File: src/rtl/imem_loader.sv
// Byte-stream loader for the 64x32 instruction memory: packs little-endian words, writes them
// sequentially from address 0 and stalls the core meanwhile. Define IMEM_LOADER_CHECKSUM_EN to verify a trailing 32-bit sum.
module imem_loader #(
  parameter int ADDR_W      = 8,
  parameter int DEPTH_WORDS = 64,
  parameter int LEN_W       = 7
) (
  input  logic              clk,
  input  logic              rst_n,
  input  logic              start,
  input  logic [LEN_W-1:0]  load_len,
  input  logic [7:0]        byte_in,
  input  logic              byte_valid,
  output logic              byte_ready,
  output logic              mem_we,
  output logic [ADDR_W-1:0] mem_addr,
  output logic [31:0]       mem_wdata,
  output logic              cpu_stall,
  output logic              done,
  output logic              err
);

  localparam logic [2:0] S_IDLE  = 3'd0;
  localparam logic [2:0] S_RECV  = 3'd1;
  localparam logic [2:0] S_WRITE = 3'd2;
  localparam logic [2:0] S_DONE  = 3'd4;
`ifdef IMEM_LOADER_CHECKSUM_EN
  localparam logic [2:0] S_CHECK = 3'd3;
  localparam logic [2:0] S_LAST  = S_CHECK;
`else
  localparam logic [2:0] S_LAST  = S_DONE;
`endif

  logic [2:0]       state_q, state_d;
  logic [LEN_W-1:0] len_q, len_d;
  logic [LEN_W-1:0] word_idx_q, word_idx_d;
  logic [1:0]       byte_idx_q, byte_idx_d;
  logic [31:0]      word_buf_q, word_buf_d;
  logic             done_q, done_d;
  logic             err_q, err_d;
  logic [LEN_W-1:0] word_idx_inc;
  logic             xfer;
`ifdef IMEM_LOADER_CHECKSUM_EN
  logic [31:0]      sum_q, sum_d;
`endif

`ifdef IMEM_LOADER_CHECKSUM_EN
  assign byte_ready = (state_q == S_RECV) || (state_q == S_CHECK);
  assign cpu_stall  = (state_q == S_RECV) || (state_q == S_WRITE) || (state_q == S_CHECK);
`else
  assign byte_ready = (state_q == S_RECV);
  assign cpu_stall  = (state_q == S_RECV) || (state_q == S_WRITE);
`endif
  assign xfer         = byte_valid && byte_ready;
  assign mem_we       = (state_q == S_WRITE);
  assign mem_addr     = ADDR_W'({word_idx_q, 2'b00});
  assign mem_wdata    = word_buf_q;
  assign done         = done_q;
  assign err          = err_q;
  assign word_idx_inc = word_idx_q + LEN_W'(1);

  // NOTE: every variable gets a default at the top so no path through the case infers a latch.
  always_comb begin
    state_d    = state_q;
    len_d      = len_q;
    word_idx_d = word_idx_q;
    byte_idx_d = byte_idx_q;
    word_buf_d = word_buf_q;
    done_d     = done_q;
    err_d      = err_q;
`ifdef IMEM_LOADER_CHECKSUM_EN
    sum_d      = sum_q;
`endif
    case (state_q)
      S_IDLE, S_DONE: begin
        if (start) begin
          len_d      = load_len;
          word_idx_d = '0;
          byte_idx_d = '0;
          done_d     = 1'b0;
          err_d      = 1'b0;
`ifdef IMEM_LOADER_CHECKSUM_EN
          sum_d      = '0;
`endif
          if (load_len > LEN_W'(DEPTH_WORDS)) begin
            err_d   = 1'b1;
            done_d  = 1'b1;
            state_d = S_DONE;
          end else if (load_len == '0) begin
            state_d = S_LAST;
            done_d  = (S_LAST == S_DONE);
          end else begin
            state_d = S_RECV;
          end
        end
      end
      S_RECV: begin
        if (xfer) begin
          word_buf_d[8*byte_idx_q +: 8] = byte_in;
          byte_idx_d = byte_idx_q + 2'd1;
          if (byte_idx_q == 2'd3) state_d = S_WRITE;
        end
      end
      S_WRITE: begin
        word_idx_d = word_idx_inc;
`ifdef IMEM_LOADER_CHECKSUM_EN
        sum_d      = sum_q + word_buf_q;
`endif
        if (word_idx_inc == len_q) begin
          state_d = S_LAST;
          done_d  = (S_LAST == S_DONE);
        end else begin
          state_d = S_RECV;
        end
      end
`ifdef IMEM_LOADER_CHECKSUM_EN
      S_CHECK: begin
        // Trailer reuses the word buffer; the 4th byte is compared directly, not via the buffer.
        if (xfer) begin
          word_buf_d[8*byte_idx_q +: 8] = byte_in;
          byte_idx_d = byte_idx_q + 2'd1;
          if (byte_idx_q == 2'd3) begin
            if ({byte_in, word_buf_q[23:0]} != sum_q) err_d = 1'b1;
            done_d  = 1'b1;
            state_d = S_DONE;
          end
        end
      end
`endif
      default: state_d = S_IDLE;
    endcase
  end

  // NOTE: state registers use non-blocking assignments so every flop samples pre-edge values.
  always_ff @(posedge clk or negedge rst_n) begin
    if (!rst_n) begin
      state_q    <= S_IDLE;
      len_q      <= '0;
      word_idx_q <= '0;
      byte_idx_q <= '0;
      word_buf_q <= '0;
      done_q     <= 1'b0;
      err_q      <= 1'b0;
`ifdef IMEM_LOADER_CHECKSUM_EN
      sum_q      <= '0;
`endif
    end else begin
      state_q    <= state_d;
      len_q      <= len_d;
      word_idx_q <= word_idx_d;
      byte_idx_q <= byte_idx_d;
      word_buf_q <= word_buf_d;
      done_q     <= done_d;
      err_q      <= err_d;
`ifdef IMEM_LOADER_CHECKSUM_EN
      sum_q      <= sum_d;
`endif
    end
  end

endmodule

File: config.mk
export PLATFORM = sky130hd
export DESIGN_NAME = imem_loader
export DESIGN_NICKNAME = d
export VERILOG_FILES = /design/src/rtl/imem_loader.sv
export SDC_FILE = /design/constraint.sdc
export NUM_CORES = 1
export LEC_CHECK = 0
export ABC_AREA = 0
export BUFFER_PORTS_ARGS = -buffer_cell sky130_fd_sc_hd__buf_2
export CAP_MARGIN = 20
export CORE_AREA = 2 2 69 84
export DETAILED_ROUTE_END_ITERATION = 10
export DIE_AREA = 0 0 71 86
export GPL_ROUTABILITY_DRIVEN = 0
export PLACE_DENSITY = 0.74
export REMOVE_ABC_BUFFERS = 1
export SLEW_MARGIN = 40
export SYNTH_ARGS = -nofsm -noshare
export SYNTH_HDL_FRONTEND = slang
export SYNTH_SLANG_ARGS = --single-unit
File: constraint.sdc
create_clock -name clk -period 5 [get_ports clk]
set_input_delay 0.25 -clock clk [delete_from_list [all_inputs] [get_ports clk]]
set_output_delay 0.25 -clock clk [all_outputs]
set_load 0.01 [all_outputs]
==> flow_summary.toml, run 1 <==
[run_status]
status = "finished, final reports clean"

[clocking]
post_cts.repair.setup_buffers = 0
hold_buffers = 0
clk_pin_slew_worst_paths_ps = 90
htree_levels = 2
cts-buffers-inserted = 5
cts_max_path_buffers = 2
clockRootBuffer = "clkbuf_8"
numClockSinks = 53
clk_latency_ps = 310
cts_tree = "done"
cts-resized-gates = 0

[timing]
setup_viol = 0
skew_ps = 8.28
drv_slew = 0
fmax_mhz = 489
worst_pin_slew_ps = 675
rsz0062_at_grt = "no"
period_share_pct = 40.9
fin_setup_tns_ps = 0
slew_headroom_pct = 55.0
finalHoldViolations = 0
period_needed_ps = 2050

[critical_path]
path_cells = "ha_1, nand3_1, o21ba_2, a211oi_1, nand3_1, a221o_1"
crit_arrival_ps = 2240
path_max_fanout = 7
crit_top_cell = "nand3_1"
crit_required_ps = 5190
end_kind = "flop"
worstSetupPathType = "flop to flop"
cpMaxStageDelayCell = "dfrtp_1"
critPathLaunchType = "flop"
critPathTopFamily = "compound AO/OA/AOI/OAI gates"
crit_buf_inv = 0
slowest_delay_ps = 490

[placement]
hpwl_microns = 4040
placed_area_sq_um = 2870
numPortBuffers = 61
dp.cells = 381

[cells_and_area]
design_area_sq_um = 2960
num-nets-final = 351
drive_gt1_share_pct = 26.9
synthToLayoutAreaGrowth_pct = 15.5
fill_cells = 464
layout.cells.non_filler = 389
antenna_cells = 0

[synth]
synthAdderAreaFrac_pct = 2.93
async_reset_ff_share_pct = 100
synth.area.top_cells = "dfrtp_1 (52%), nand2_1 (12%), o21ai_0 (7.8%)"
synth-xor-area-share_pct = 2.39
ys_warn_count = 0
synth_top_area_share_pct = 51.8
synth_mux_area_share_pct = 4.35
syn_area_per_cell_sq_um = 9.41
synth_commonest_cells = "nand2_1 (82), dfrtp_1 (53), o21ai_0 (40)"
synth.cell_area_sq_um = 2560
yosysTopAreaCell = "dfrtp_1"
synth_edf_count = 0
synthCells = 272
synth_top_family_by_area = "simple AND/OR/NAND/NOR gates"
ys_types = 36
synth-seq-cells = 53
synth_compound_area_share_pct = 13.1
synth_ff_type = "dfrtp_1"
synth_most_common_cell = "nand2_1"
synthSimpleGateAreaFrac_pct = 20.2
seq_area_frac_synth_pct = 51.8

[route]
routed_wl_microns = 5670
first_pass_iters = 4
via_per_inst = 5.26
ant_nets = 0
drc_errors = 0
wl_per_cell_microns = 14.6
vias = 2047
first_iter_violations = 127

[job]
max-cap-violations = 0

[floorplan]
std_cell_rows = 29
die_y_microns = 86
fp.coreArea_sq_um = 5260
initial_core_util_pct = 48.7
io_pins = 64
dieWidth_microns = 71
dieArea_sq_um = 6110

[min_path]
hp-class = "input port to asynchronous set/reset pin"

[global_route]
grt_pass1_wl_microns = 9490
antenna_found_initial = 0
grt_pass1_vias = 1969
overflow = 0
grt_max_degree = 54
grt_usage_pct = 19.8

[power]
leakagePower_nw = 1.43
power_density_nw_per_um2 = 439
max-vdd-ir-drop_v = 0.000267
## power by group
group	switching (mW)	internal [mW]
clock network	0.144	0.0997
registers	0.0746	0.522
logic	0.262	0.196
## per-layer routing
| layer | vias to the layer above | share of wire, % | global-route usage, % |
|---|---|---|---|
| li1 | 1020 | - | - |
| met1 | 962 | 44 | 26.4 |
| met2 | 59 | 50 | 32.7 |
| met3 | 6 | 5.4 | 4.00 |
| met4 | 0 | 1.0 | 5.66 |
| met5 | - | 0 | 0 |
## metrics by stage
step / power, mW / setup slack, ps / util [%] / hold slack, ps
after floorplan: 0.893 / 3150 / - / -45.6
after global placement: 1.04 / 2880 / 54.1 / 409
after detailed placement: 1.07 / 2980 / 54.5 / 411
after CTS: 1.31 / 2950 / 56.2 / 72.5
after global routing: 1.40 / 2740 / 56.2 / 90.9
final: 1.30 / 2950 / 56.2 / 51.0
## sequential cells by signal, indices dropped and copies added (netlist names)
register	flops
err	1
done	1
word_idx_q	7
state_q	3
len_q	7
byte_idx_q	2
mem_wdata	32
## cell usage in the layout, fill, tap and decap left out, types with 3 or more instances in the layout
cell type	n
xnor2_1	6
clkbuf_8	5
nand2_1	82
mux2_2	9
nor2_1	6
ha_1	6
inv_1	6
a21oi_1	3
nand4_1	3
a22o_1	3
dfrtp_1	53
nor3b_2	3
o21ai_0	40
buf_2	61
nand3_1	8
## final timing paths
| path | start | slack [ps] | endpoint | cells past startpoint |
|---|---|---|---|---|
| max | word_idx_q[0] | 2950 | state_q[0] | 6 |
| min | rst_n | 50 | word_idx_q[1] | 2 |
| max reg2reg | word_idx_q[0] | 2950 | state_q[0] | 6 |
| min reg2reg | mem_wdata[16] | 480 | mem_wdata[16] | 2 |
| max in group asynchronous | rst_n | 4490 | len_q[6] | 2 |
| min in group clk | load_len[5] | 190 | len_q[5] | 2 |
## logic make-up (layout without fill, tap and decap cells)
family,Yosys count,after routing
mux,10,10
buf+inv,22,76
simple gates,115,115
other cells,1,2
compound gates,58,58
flops,53,53
xor+xnor,7,7
fa+ha+maj,6,6
## layout make-up
type | count | area [sq um] | share of cell area (%)
clock inverters | 3 | 21.3 | 0.719
multi-input cells | 198 | 1130 | 38.2
well taps | 62 | 77.6 | 2.62
repair buffers | 62 | 313 | 10.6
flip-flops and latches | 53 | 1330 | 44.8
clock buffers | 5 | 68.8 | 2.33
inverters | 6 | 22.5 | 0.761
Note: power is estimated with default switching activity, not from simulation.
==> run 2: changes to the inputs <==
==> constraint.sdc (replaced) <==
create_clock -name clk -period 2.12 [get_ports clk]
set_input_delay 0.106 -clock clk [delete_from_list [all_inputs] [get_ports clk]]
set_output_delay 0.106 -clock clk [all_outputs]
set_load 0.01 [all_outputs]
==> run 2 against run 1 <==
Worst setup slack got worse by 2800 ps. Non-clock buffer count rose by 8. Worst hold slack got worse by 2.3 ps. Register-to-register slack got worse by 2800 ps. Largest cell class unchanged. Largest power group unchanged.
==> flow_summary.toml, run 2 (synthesis gave the netlist of run 1 again) <==
[critical_path]
path_cells = "ha_1, nand3_1, o21ba_2, a211oi_1, nand3_1, a221o_1"
crit_arrival_ps = 2160
critPathLaunchType = "flop"
endpoint = "state_q[0]"
worstSetupPathType = "flop to flop"
path_max_fanout = 7
rrSetupSlack_ps = 150
cpMaxStageDelayCell = "dfrtp_1"
reg2reg_depth = 6
critical_path_depth = 6
end_kind = "flop"
reg2reg_from = "word_idx_q[0]"
timing.rr.end = "state_q[0]"
startpoint = "word_idx_q[0]"
crit_required_ps = 2310
critPathTopFamily = "compound AO/OA/AOI/OAI gates"
crit_buf_inv = 0
slowest_delay_ps = 470
crit_top_cell = "nand3_1"

[run_status]
status = "finished, final reports clean"

[clocking]
numClockSinks = 53
cts-buffers-inserted = 5
cts-resized-gates = 0
clk_pin_slew_worst_paths_ps = 90
cts_tree = "done"
clockRootBuffer = "clkbuf_8"
clk_latency_ps = 300
htree_levels = 2
cts_max_path_buffers = 2

[cells_and_area]
layout_commonest_cell = "nand2_1"
drive_gt1_share_pct = 26.6
num-nets-final = 359
largest_reg_flops = 32
antenna_cells = 0
layout.cells.most_common_list = "nand2_1 (82), buf_2 (61), dfrtp_1 (53)"
synthToLayoutAreaGrowth_pct = 17.4
fill_cells = 475
design_area_sq_um = 3010

[floorplan]
dieWidth_microns = 71
io_pins = 64
dieArea_sq_um = 6110
initial_core_util_pct = 48.7
fp.coreArea_sq_um = 5260
die_y_microns = 86
std_cell_rows = 29

[power]
power_density_nw_per_um2 = 1020
p_total_mw = 3.08
power.switching_mw = 1.11
leakagePower_nw = 1.46
max-vdd-ir-drop_v = 0.000525
switching_share_pct = 35.9
clkPwrFrac_pct = 17.8
p_int_mw = 1.97
p_comb_share_pct = 36.3
seqPwrFrac_pct = 45.9

[global_route]
grt_usage_pct = 19.6
grt_max_degree = 29
gr-usage-met1_pct = 25.0
globalRoute.busiestLayer = "met2"
overflow = 0
use_met3_pct = 4.82
antenna_found_initial = 0
grtUsageMet2_pct = 33.1
grt_pass1_vias = 1995
grt_pass1_wl_microns = 9430

[placement]
numPortBuffers = 61
pre_cts_slack_ps = 178
placed_area_sq_um = 2910
hpwl_microns = 4290

[route]
vias = 2090
via_per_inst = 5.26
wl_per_cell_microns = 14.2
ant_nets = 0
first_iter_violations = 98
routed_wl_microns = 5650
first_pass_iters = 4
drc_errors = 0

[timing]
period_needed_ps = 1970
fin_setup_tns_ps = 0
skew_ps = 3.93
fin_ws_ps = 151
fmax_mhz = 508
worst_pin_slew_ps = 625
drv_slew = 0
finalHoldViolations = 0
setup_viol = 0
slew_headroom_pct = 58.3
rsz0062_at_grt = "no"
period_share_pct = 92.9
whs_ps = 48.7

[job]
max-cap-violations = 0

[min_path]
hp-class = "input port to flop"
==> run 2: cell types whose count changed in the layout (fill, tap and decap cells not counted) <==
| cell | delta |
|---|---|
| dlygate4sd3_1 | +1 |
| buf_12 | +1 |
| clkinv_2 | -1 |
| nor3b_2 | -3 |
| clkbuf_1 | +2 |
| buf_4 | +6 |
| nor3_2 | -1 |
| nor3_1 | +1 |
| nor3b_1 | +3 |
| inv_6 | -1 |
==> run 2: final cells by class <==
cell class                      count  area (sq um)  area share, %
Timing Repair Buffer               70           388           12.9
Tap cell                           62          77.6           2.58
Sequential cell                    53          1330           44.1
Multi-Input combinational cell    198          1110           36.9
Clock buffer                        7          76.3           2.54
Clock inverter                      1          7.51          0.250
Inverter                            6          22.5          0.749
==> run 2: per-layer routing <==
layer	vias up	part of all wire [%]
met3	7	5.7
met4	0	1.0
met5	-	0
met1	996	43
met2	56	50
li1	1031	-
==> run 2: how the worst min path moves through the flow <==
stage / from / end / depth (start not counted)
4_1_cts: load_len[0] / len_q[0] / 2
6_report: load_len[0] / len_q[0] / 2
2_1_floorplan: rst_n / byte_idx_q[0] / 0
3_5_place_dp: rst_n / word_idx_q[2] / 1
5_1_grt: load_len[1] / len_q[1] / 2
3_3_place_gp: rst_n / word_idx_q[3] / 1
==> run 2: repair_timing <==
item / 4_1_cts / 5_1_grt
hold buffers: 1 / 0
setup buffers: 0 / 0
endpoints found under the hold margin: 25 / 0
==> run 2: power groups by stage <==
stage / sequential (mW) / combinational [mW] / clock [mW]
finish: 1.41 / 1.12 / 0.549
detailed placement: 1.43 / 1.13 / 0
CTS: 1.41 / 1.13 / 0.567
global placement: 1.42 / 1.10 / 0
floorplan: 1.45 / 0.652 / 0
global route: 1.44 / 1.26 / 0.610
==> run 2: metrics by stage <==
stage	cells	util, %
after detailed placement	388	55.4
after floorplan	257	-
after global routing	397	57.1
after CTS	397	57.1
final	397	57.1
after global placement	388	55.4
